===== src/rtl/disp_mask_pkg.sv =====
// Shared types and constants for the grid/window mask core: modes, register
// offsets, field positions and reset defaults.
package disp_mask_pkg;

  localparam int COORD_W = 11;

  typedef enum logic [1:0] {
    MODE_BYPASS = 2'd0,
    MODE_VERT   = 2'd1,
    MODE_HORZ   = 2'd2,
    MODE_GRID   = 2'd3
  } mode_e;

  localparam logic [1:0] REG_CTRL  = 2'd0;
  localparam logic [1:0] REG_GEOM  = 2'd1;
  localparam logic [1:0] REG_LIMIT = 2'd2;
  localparam logic [1:0] REG_EDGE  = 2'd3;

  localparam int CTRL_MODE_LSB = 0;
  localparam int GEOM_W_LSB    = 0;
  localparam int GEOM_H_LSB    = 16;
  localparam int LIM_X_LSB     = 0;
  localparam int LIM_Y_LSB     = 16;

  localparam int DEF_CELL_W = 90;
  localparam int DEF_CELL_H = 80;
  localparam int DEF_X_LIM  = 720;
  localparam int DEF_Y_LIM  = 400;
  localparam int DEF_MODE   = 1;

  typedef struct packed {
    mode_e               mode;
    logic [COORD_W-1:0]  cell_w;
    logic [COORD_W-1:0]  cell_h;
    logic [COORD_W-1:0]  x_lim;
    logic [COORD_W-1:0]  y_lim;
  } cfg_t;

  function automatic logic [COORD_W-1:0] min_c(input logic [COORD_W-1:0] a,
                                               input logic [COORD_W-1:0] b);
    return (a < b) ? a : b;
  endfunction

endpackage


===== src/rtl/disp_mask_axis_pos.sv =====
// Per-axis position-in-cell tracker; pos_next and the edge distance are
// combinational so masking has no pipeline latency.
module disp_mask_axis_pos
  import disp_mask_pkg::*;
(
  input  logic               clk,
  input  logic               reset,
  input  logic [COORD_W-1:0] c,
  input  logic [COORD_W-1:0] n,
  output logic [COORD_W-1:0] pos_next,
  output logic [COORD_W-1:0] d
);

  logic [COORD_W-1:0] c_q;
  logic [COORD_W-1:0] pos_q;
  logic [COORD_W-1:0] last;

  assign last = n - COORD_W'(1);

  // NOTE: pos_next gets a default before any branch, so no path leaves it unassigned and no latch is inferred.
  always_comb begin
    pos_next = pos_q;
    if (c == '0) begin
      pos_next = '0;
    end else if (c != c_q) begin
      pos_next = (pos_q == last) ? '0 : pos_q + COORD_W'(1);
    end
  end

  // If pos_next ever exceeds last the subtraction wraps high and min picks pos_next.
  assign d = min_c(pos_next, last - pos_next);

  // NOTE: state registers use non-blocking assignments so every flop samples pre-edge values.
  always_ff @(posedge clk or posedge reset) begin
    if (reset) begin
      c_q   <= '0;
      pos_q <= '0;
    end else begin
      c_q   <= c;
      pos_q <= pos_next;
    end
  end

endmodule


===== src/rtl/disp_grid_mask_core.sv =====
// Video mask core: shaded grid edges over the pixel stream plus active-window
// blanking, with slot-bus settings double-buffered to frame start.
module disp_grid_mask_core
  import disp_mask_pkg::COORD_W, disp_mask_pkg::mode_e, disp_mask_pkg::cfg_t,
         disp_mask_pkg::min_c, disp_mask_pkg::MODE_BYPASS, disp_mask_pkg::MODE_VERT,
         disp_mask_pkg::MODE_HORZ, disp_mask_pkg::MODE_GRID, disp_mask_pkg::REG_CTRL,
         disp_mask_pkg::REG_GEOM, disp_mask_pkg::REG_LIMIT, disp_mask_pkg::REG_EDGE,
         disp_mask_pkg::CTRL_MODE_LSB, disp_mask_pkg::GEOM_W_LSB, disp_mask_pkg::GEOM_H_LSB,
         disp_mask_pkg::LIM_X_LSB, disp_mask_pkg::LIM_Y_LSB;
#(
  parameter int CW         = 4,
  parameter int SHADE_W    = 4,
  parameter int DEF_CELL_W = disp_mask_pkg::DEF_CELL_W,
  parameter int DEF_CELL_H = disp_mask_pkg::DEF_CELL_H,
  parameter int DEF_X_LIM  = disp_mask_pkg::DEF_X_LIM,
  parameter int DEF_Y_LIM  = disp_mask_pkg::DEF_Y_LIM,
  parameter int DEF_MODE   = disp_mask_pkg::DEF_MODE
) (
  input  logic              clk,
  input  logic              reset,
  input  logic [10:0]       x,
  input  logic [10:0]       y,
  input  logic              cs,
  input  logic              write,
  input  logic [13:0]       addr,
  input  logic [31:0]       wr_data,
  input  logic [3*CW-1:0]   si_rgb,
  output logic [3*CW-1:0]   so_rgb
);

  localparam int PW = 3 * CW;

  localparam cfg_t RST_CFG = '{
    mode:   mode_e'(2'(DEF_MODE)),
    cell_w: COORD_W'(DEF_CELL_W),
    cell_h: COORD_W'(DEF_CELL_H),
    x_lim:  COORD_W'(DEF_X_LIM),
    y_lim:  COORD_W'(DEF_Y_LIM)
  };

  cfg_t               shd_cfg, shd_cfg_nxt, act_cfg;
  logic [PW-1:0]      shd_edge, shd_edge_nxt, act_edge;
  logic [COORD_W-1:0] y_prev;
  logic               wr_en, frame_start;
  logic [COORD_W-1:0] pos_x, pos_y, dx, dy, d_sel;
  int                 shift;
  logic               unused_bits;

  assign wr_en       = cs && write;
  assign frame_start = (y == '0) && (x == '0) && (y_prev != '0);
  assign unused_bits = ^{addr[13:2], wr_data, pos_x, pos_y};

  // Shadow with this cycle's write already applied, so a write coinciding
  // with frame start reaches the active set directly.
  always_comb begin
    shd_cfg_nxt  = shd_cfg;
    shd_edge_nxt = shd_edge;
    if (wr_en) begin
      case (addr[1:0])
        REG_CTRL:  shd_cfg_nxt.mode = mode_e'(wr_data[CTRL_MODE_LSB +: 2]);
        REG_GEOM: begin
          shd_cfg_nxt.cell_w = (wr_data[GEOM_W_LSB +: COORD_W] == '0) ? COORD_W'(1)
                                                                      : wr_data[GEOM_W_LSB +: COORD_W];
          shd_cfg_nxt.cell_h = (wr_data[GEOM_H_LSB +: COORD_W] == '0) ? COORD_W'(1)
                                                                      : wr_data[GEOM_H_LSB +: COORD_W];
        end
        REG_LIMIT: begin
          shd_cfg_nxt.x_lim = wr_data[LIM_X_LSB +: COORD_W];
          shd_cfg_nxt.y_lim = wr_data[LIM_Y_LSB +: COORD_W];
        end
        REG_EDGE:  shd_edge_nxt = wr_data[PW-1:0];
        default:   ;
      endcase
    end
  end

  always_ff @(posedge clk or posedge reset) begin
    if (reset) begin
      shd_cfg  <= RST_CFG;
      act_cfg  <= RST_CFG;
      shd_edge <= '1;
      act_edge <= '1;
      y_prev   <= '0;
    end else begin
      shd_cfg  <= shd_cfg_nxt;
      shd_edge <= shd_edge_nxt;
      y_prev   <= y;
      if (frame_start) begin
        act_cfg  <= shd_cfg_nxt;
        act_edge <= shd_edge_nxt;
      end
    end
  end

  disp_mask_axis_pos u_pos_x (
    .clk      (clk),
    .reset    (reset),
    .c        (x),
    .n        (act_cfg.cell_w),
    .pos_next (pos_x),
    .d        (dx)
  );

  disp_mask_axis_pos u_pos_y (
    .clk      (clk),
    .reset    (reset),
    .c        (y),
    .n        (act_cfg.cell_h),
    .pos_next (pos_y),
    .d        (dy)
  );

  always_comb begin
    case (act_cfg.mode)
      MODE_VERT: d_sel = dx;
      MODE_HORZ: d_sel = dy;
      MODE_GRID: d_sel = min_c(dx, dy);
      default:   d_sel = dx;
    endcase
  end

  // Shading dims each channel harder the closer the pixel sits to an edge.
  always_comb begin
    so_rgb = si_rgb;
    shift  = 0;
    if (reset) begin
      so_rgb = '0;
    end else if (act_cfg.mode == MODE_BYPASS) begin
      so_rgb = si_rgb;
    end else if ((x >= act_cfg.x_lim) || (y >= act_cfg.y_lim)) begin
      so_rgb = '0;
    end else if (d_sel == '0) begin
      so_rgb = act_edge;
    end else if (int'(d_sel) <= SHADE_W) begin
      shift = SHADE_W + 1 - int'(d_sel);
      for (int ch = 0; ch < 3; ch++) begin
        so_rgb[ch*CW +: CW] = (shift >= CW) ? '0 : (si_rgb[ch*CW +: CW] >> shift);
      end
    end
  end

endmodule

===== config.mk =====
export PLATFORM = sky130hd
export DESIGN_NAME = disp_grid_mask_core
export DESIGN_NICKNAME = d
export VERILOG_FILES = /design/src/rtl/disp_mask_pkg.sv /design/src/rtl/disp_mask_axis_pos.sv /design/src/rtl/disp_grid_mask_core.sv
export SDC_FILE = /design/constraint.sdc
export NUM_CORES = 1
export LEC_CHECK = 0
export BUFFER_PORTS_ARGS = -buffer_cell sky130_fd_sc_hd__buf_2
export CAP_MARGIN = 20
export CORE_MARGIN = 4
export CORE_UTILIZATION = 66
export DETAILED_ROUTE_END_ITERATION = 10
export HOLD_SLACK_MARGIN = 0.12
export PLACE_DENSITY = 0.87
export SYNTH_ARGS = -nofsm -noshare
export SYNTH_HDL_FRONTEND = slang
export SYNTH_SLANG_ARGS = --single-unit

===== constraint.sdc =====
create_clock -name clk -period 37.4 [get_ports clk]
set_clock_uncertainty 0.2 [all_clocks]
set_input_delay 7.48 -clock clk [delete_from_list [all_inputs] [get_ports clk]]
set_output_delay 7.48 -clock clk [all_outputs]
set_load 0.03 [all_outputs]

; ---- Word-level counts from Yosys, hierarchy flattened
; Index checks and enable logic that the tools add are counted.
[totals]
output_inout_bits = 12
input_bits = 84
word_cells = 80
reg_bits = 160
[classes]
n_lt_le_gt_ge = 7
shift = 3
eq_ne = 9
n_reduce_logical = 12
mux = 26
add_sub_neg = 7
[ops]
columns = op, count
row1 = $mux 11, 11
row2 = $shr 4x32->4, 3
row3 = $mux 12, 7
row4 = $logic_not 11->1, 5
row5 = $mux 46, 1
row6 = $mux 22, 2
row7 = $lt 11x11->1, 3
row8 = $add 11x1->11 const B, 2
row9 = $eq 11x11->1, 2
row10 = $ge 11x11->1, 2
row11 = $ne 11x11->1, 2
row12 = $pmux 11 s2, 1
row13 = $sub 11x1->11 const B, 2
row14 = $sub 11x11->11, 2
row15 = $ge 12x4->1 const B, 1
row16 = $mux 4, 3
row17 = $sub 3x11->12 const A, 1
row18 = $le 11x3->1 const B, 1
row19 = $reduce_bool 11->1, 1
row20 = $eq 2x2->1 const B, 4
row21 = $logic_not 2->1, 2
row22 = $logic_and 1x1->1, 3
row23 = $eq 2x1->1 const B, 1
row24 = $mux 2, 1
row25 = $logic_or 1x1->1, 1

; ---- Logic depth before layout (Yosys ltp)
[depth]
word_depth = 19
depth_mapped = 44
mapped_depth_nobuf = 43

; ---- Hierarchy
; A second synthesis with hierarchy kept.
[hier_totals]
cells_unflattened = 1035
area_unflattened_um2 = 11146.9
[modules_own_cells]
columns = module, n_inst, area_each_um2, seq_area_each_um2, cells_per_inst
row1 = disp_grid_mask_core, 1, 6522.5, 3243.1, 534
row2 = disp_mask_axis_pos (u_pos_x), 1, 2318.5, 550.5, 240
row3 = disp_mask_axis_pos (u_pos_y), 1, 2306.0, 550.5, 261

; ---- Worst setup path after synthesis
; Ideal clock, no wire load.
[synth_timing]
kind = input port to output port
from = input port x[0]
to = output port so_rgb[10]
path_buffers = 2
path_stages = 39
required_time_ps = 29720
t_arrival_ps = 15505
path_slack_ps = 14215
path_cell_list = xor2_1 nor4_1 and3_1 clkbuf_1 nor2_1 and4_1 nor2_1 nand2_1 ha_1 nor2b_1 o31a_1 o21ai_0 nand2b_1 xor2_1 inv_1 ha_1 and4_1 o21ai_0 [3 not listed] nand3_1 a22oi_1 ha_1 a21o_1 a21o_1 a21oi_1 o2111ai_1 nor4_1 a21o_1 a31o_2 mux2_4 inv_1 ha_1 o32a_1 o41a_1 nand4bb_1 or4_1 nand3_1
[synth_via]
elab_chain_len = 17
word_cells_on_any_way = 23
classes_between = 2 x add/sub / 5 x order compare / 1 x eq/ne / 1 x shift / 11 x mux / 3 x reduce/logical
[synth_rtl]
columns = item, line_no
row1 = "start, declared", disp_grid_mask_core.sv:21  ; input logic [10:0] x,
row2 = $ne 11x11->1, disp_mask_axis_pos.sv:25  ; end else if (c != c_q) begin
row3 = $mux 11, disp_mask_axis_pos.sv:25
row4 = $mux 11, disp_mask_axis_pos.sv:23  ; if (c == '0) begin
row5 = $sub 11x11->11, disp_mask_axis_pos.sv:31  ; assign d = min_c(pos_next, last - pos_next);
row6 = $lt 11x11->1, disp_mask_pkg.sv:41  ; return (a < b) ? a : b;
row7 = $mux 11, disp_mask_pkg.sv:41
row8 = $lt 11x11->1, disp_mask_pkg.sv:41
row9 = $mux 11, disp_mask_pkg.sv:41
row10 = $pmux 11 s2, disp_grid_mask_core.sv:114  ; case (act_cfg.mode)
row11 = $sub 3x11->12, disp_grid_mask_core.sv:135  ; shift = SHADE_W + 1 - int'(d_sel);
row12 = $ge 12x4->1 or $shr 4x32->4 (tied branches), disp_grid_mask_core.sv:137  ; so_rgb[ch*CW +: CW] = (shift >= CW) ? '0 : (si_rgb[ch*CW +: CW] >> shift);
row13 = $mux 4, disp_grid_mask_core.sv:137
row14 = $mux 12, disp_grid_mask_core.sv:134  ; end else if (int'(d_sel) <= SHADE_W) begin
row15 = $mux 12, disp_grid_mask_core.sv:132  ; end else if (d_sel == '0) begin
row16 = $mux 12 *, disp_grid_mask_core.sv:130  ; end else if ((x >= act_cfg.x_lim) || (y >= act_cfg.y_lim)) begin
row17 = $mux 12 *, disp_grid_mask_core.sv:128  ; end else if (act_cfg.mode == MODE_BYPASS) begin
row18 = $mux 12 *, disp_grid_mask_core.sv:126  ; if (reset) begin
row19 = "end, declared", disp_grid_mask_core.sv:28  ; output logic [3*CW-1:0] so_rgb
; Every way passes the cells marked *; elsewhere a longest branch is shown, timed or not.

; ---- Worst setup path in the final report
[layout_timing]
from = input port x[0]
to = output port so_rgb[0]
; The elaborated chain is that of the path after synthesis.

==> metrics.md <==
| Metric | Value |
|---|---|
| Rel. slew slack | 0.281 |
| GR Layer Usage met1 | 0.423 |
| Synthesized area | between 10000 and 15000 sq um |
| Largest cells by area after synthesis | dfrtp_1, dfstp_2, mux2_2 |
| Initial DRC Count | between 900 and 1k |
| Max-Cap Viols | 0 |
| CP most frequent cell | ha_1 |
| Clk pin slew, worst setup/hold paths | ~0.070 ns |
| Hpwl dp | between 20 and 25 mm |
| Setup_tns | 0 ns |
| Cell Rows | between 40 and 50 |
| Post-synthesis cell type count | 87 |
| Sequential cell area fraction in the yosys report | 0.362 |
| Synth area leader | dfrtp_1 |
| Vias per cell | roughly 6.7 |
| Post-Synthesis Net Count | 1286 |
| Crit-path max FO | 12 |
| Clk Latency, worst-skew pair | between 0.4 and 0.5 ns |
| Tmin final | 25.65 ns |
| M2 GR Usage | 0.519 |
| Synth warnings | 0 |
| Layout cell share with drive strength beyond 1 | 0.256 |
| Die Ht | between 100 and 150 um |
| CTS tree | built |
| WHS | ~0.3 ns |
| Clock tree buffer depth | 2 |
| Drt drc | 0 |
| Area share of the largest cell type after synthesis | 0.240 |
| Static Leak | 0.00557 uW |
| Maximum number of pins on one net before global-route repair | slightly above 80 |
| Vias in the first global route | 9233 |
| Fillers | just over 1k |
| Post-CTS Hold Fix Bufs | 0 |
| Tcrit/Tclk final | 0.686 |
| WP data required | 29.72 ns |
| Commonest cells post-synth | mux2_2, dfrtp_1, inv_1 |
| Min-delay worst type | reg -> reg |
| IO Port Bufs | 74 |
| Final #Nets | ~1.3k |
| Antenna violations before repair | 2 |
| Setup crit start kind | input pin |
| Power Density | 78.6 nW/um^2 |
| Met3 Usage GRT | 0.0590 |
| Total gr overflow | 0 |
| DRT Wirelength | between 30 and 40 mm |
| Layout Utilization | 0.742 |
| Vias | roughly 9.4k |
| Area Overhead vs Synth | 9.85% |
| Starting Density | 0.675 |
| Number of flops mapped to enable cells by yosys | 0 |
| Syn Area/Cell | 10.0 sq um |
| Global Route Usage Sum | 0.318 |
| Slew @ Worst Pin | 1.08 ns |
| CTS resizes | 0 |
| 1st-pass router iterations | 5 |
| CP max-delay cell | nor4_1 |
| GRT busiest layer | met2 |
| Critical path data arrival time | between 15 and 20 ns |
| Clock Tree Root | clkbuf_16 |
| Final Max Slew Viols | 0 |
| Top-count cell post-synth | mux2_2 |
| Synthesized flop and latch total | 160 |
| First-pass GRT wire length | a little under 50 mm |
| Status | completed |
| Setup Buffers After CTS | 0 |
| Core footprint | ~17000 sq um |
| Synth Flop Type | dfrtp_1 |
| Endpoints failing setup | 0 |
| Total CTS buffers | 17 |
| Die footprint | approximately 19000 sq um |
| Ys async rst share | 1.00 |
| H-tree levels | 4 |
| Synth Instances | ~1.1k |
| Critical Path Max Stage Delay | around 0.89 ns |
| Die X | 139 um |
| RSZ-0062 raised after global routing | false |
| Maximum vdd drop | approximately 0.05 mV |
| Routability cong. | just under 1 |
| WS Path Type | in -> out |
| Post-DRT Antenna Nets | 0 |
| Total clock sinks | 160 |
| Top Ports | between 90 and 100 |
| CP Capture Type | primary output |
| Final Hold Viols | 0 |
| Fmax | around 39 MHz |
| Wire length per cell | ~22 um |
per-stage QoR:
stage               total power, uW  instances  area [sq um]  setup WS (ns)
finish                          970       1409         12300          11.75
CTS                             958       1405         12300          12.04
global route                   1040       1408         12300          11.10
detailed placement              777       1373         11700          12.14
floorplan                       660       1120         11200          14.22
global placement                758       1373         11700          12.35
worst paths after layout:
path / startpoint / cells past startpoint / endpoint / slack (ns)
setup / recovery: x[0] / 41 / so_rgb[0] / 11.75
hold / removal: shd_cfg[6]$_DFF_PP0_ / 1 / shd_cfg[6]$_DFF_PP0_ / 0.30
setup reg to reg: u_pos_y.c_q[2]$_DFF_PP0_ / 7 / u_pos_y.pos_q[7]$_DFF_PP0_ / 33.82
hold reg to reg: shd_cfg[6]$_DFF_PP0_ / 1 / shd_cfg[6]$_DFF_PP0_ / 0.30
max in group asynchronous: reset / 3 / u_pos_y.pos_q[10]$_DFF_PP0_ / 28.51
min in group asynchronous: reset / 2 / u_pos_y.c_q[8]$_DFF_PP0_ / 7.01
cell type report:
class                           instances  area (sq um)  area share
Multi-Input combinational cell        830          6670       0.540
Timing Repair Buffer                   79           415      0.0336
Clock buffer                           17           425      0.0345
Clock inverter                         15           166      0.0135
Antenna cell                            3          7.51    0.000608
Sequential cell                       160          4070       0.330
Tap cell                              220           275      0.0223
Inverter                               85           324      0.0262
registers in the layout, indices dropped and copies added, names as in the netlist:
signal and flops:
u_pos_x.pos_q 11, act_edge 12, u_pos_y.pos_q 11, act_cfg 46, shd_edge 12, u_pos_x.c_q 11, shd_cfg 46, u_pos_y.c_q 11
cell usage in the layout, fill, tap and decap left out, types with 37 or more instances in the layout:
cell type  count
buf_2         74
dfrtp_1      108
dfstp_2       52
ha_1          80
inv_1         83
mux2_2       116
nand2_1       65
nor2_1        48
o21ai_0       37
xnor2_1       49
xor2_1        56
per-layer routing:
metal  vias up  part of all wire
met3        96             0.091
met4         0             0.035
met2       509              0.48
met1      4607              0.39
met5         -                 0
li1       4189                 -
worst max-delay path: cells and delay by family:
family / cells / cell delay [ns]
compound gates: 15 / 3.37
simple gates: 15 / 4.56
buf+inv: 4 / 0.62
fa+ha+maj: 4 / 1.18
mux: 1 / 0.29
xor+xnor: 2 / 0.45
cells by family after synthesis:
| kind of cell | after synthesis | share of synthesized area |
|---|---|---|
| compound gates | 194 | 0.124 |
| mux | 130 | 0.133 |
| buf+inv | 130 | 0.0455 |
| xor+xnor | 108 | 0.0880 |
| fa+ha+maj | 82 | 0.0926 |
| simple gates | 316 | 0.155 |
| flops | 160 | 0.362 |
power breakdown:
group / internal [uW] / total [uW] / switching (uW) / leakage, uW
Combinational: 236 / 566 / 330 / 0.00340
Sequential: 201 / 231 / 29.3 / 0.00188
Clock: 89.6 / 174 / 84.1 / 0.000287
(Power assumes the default switching activity.)
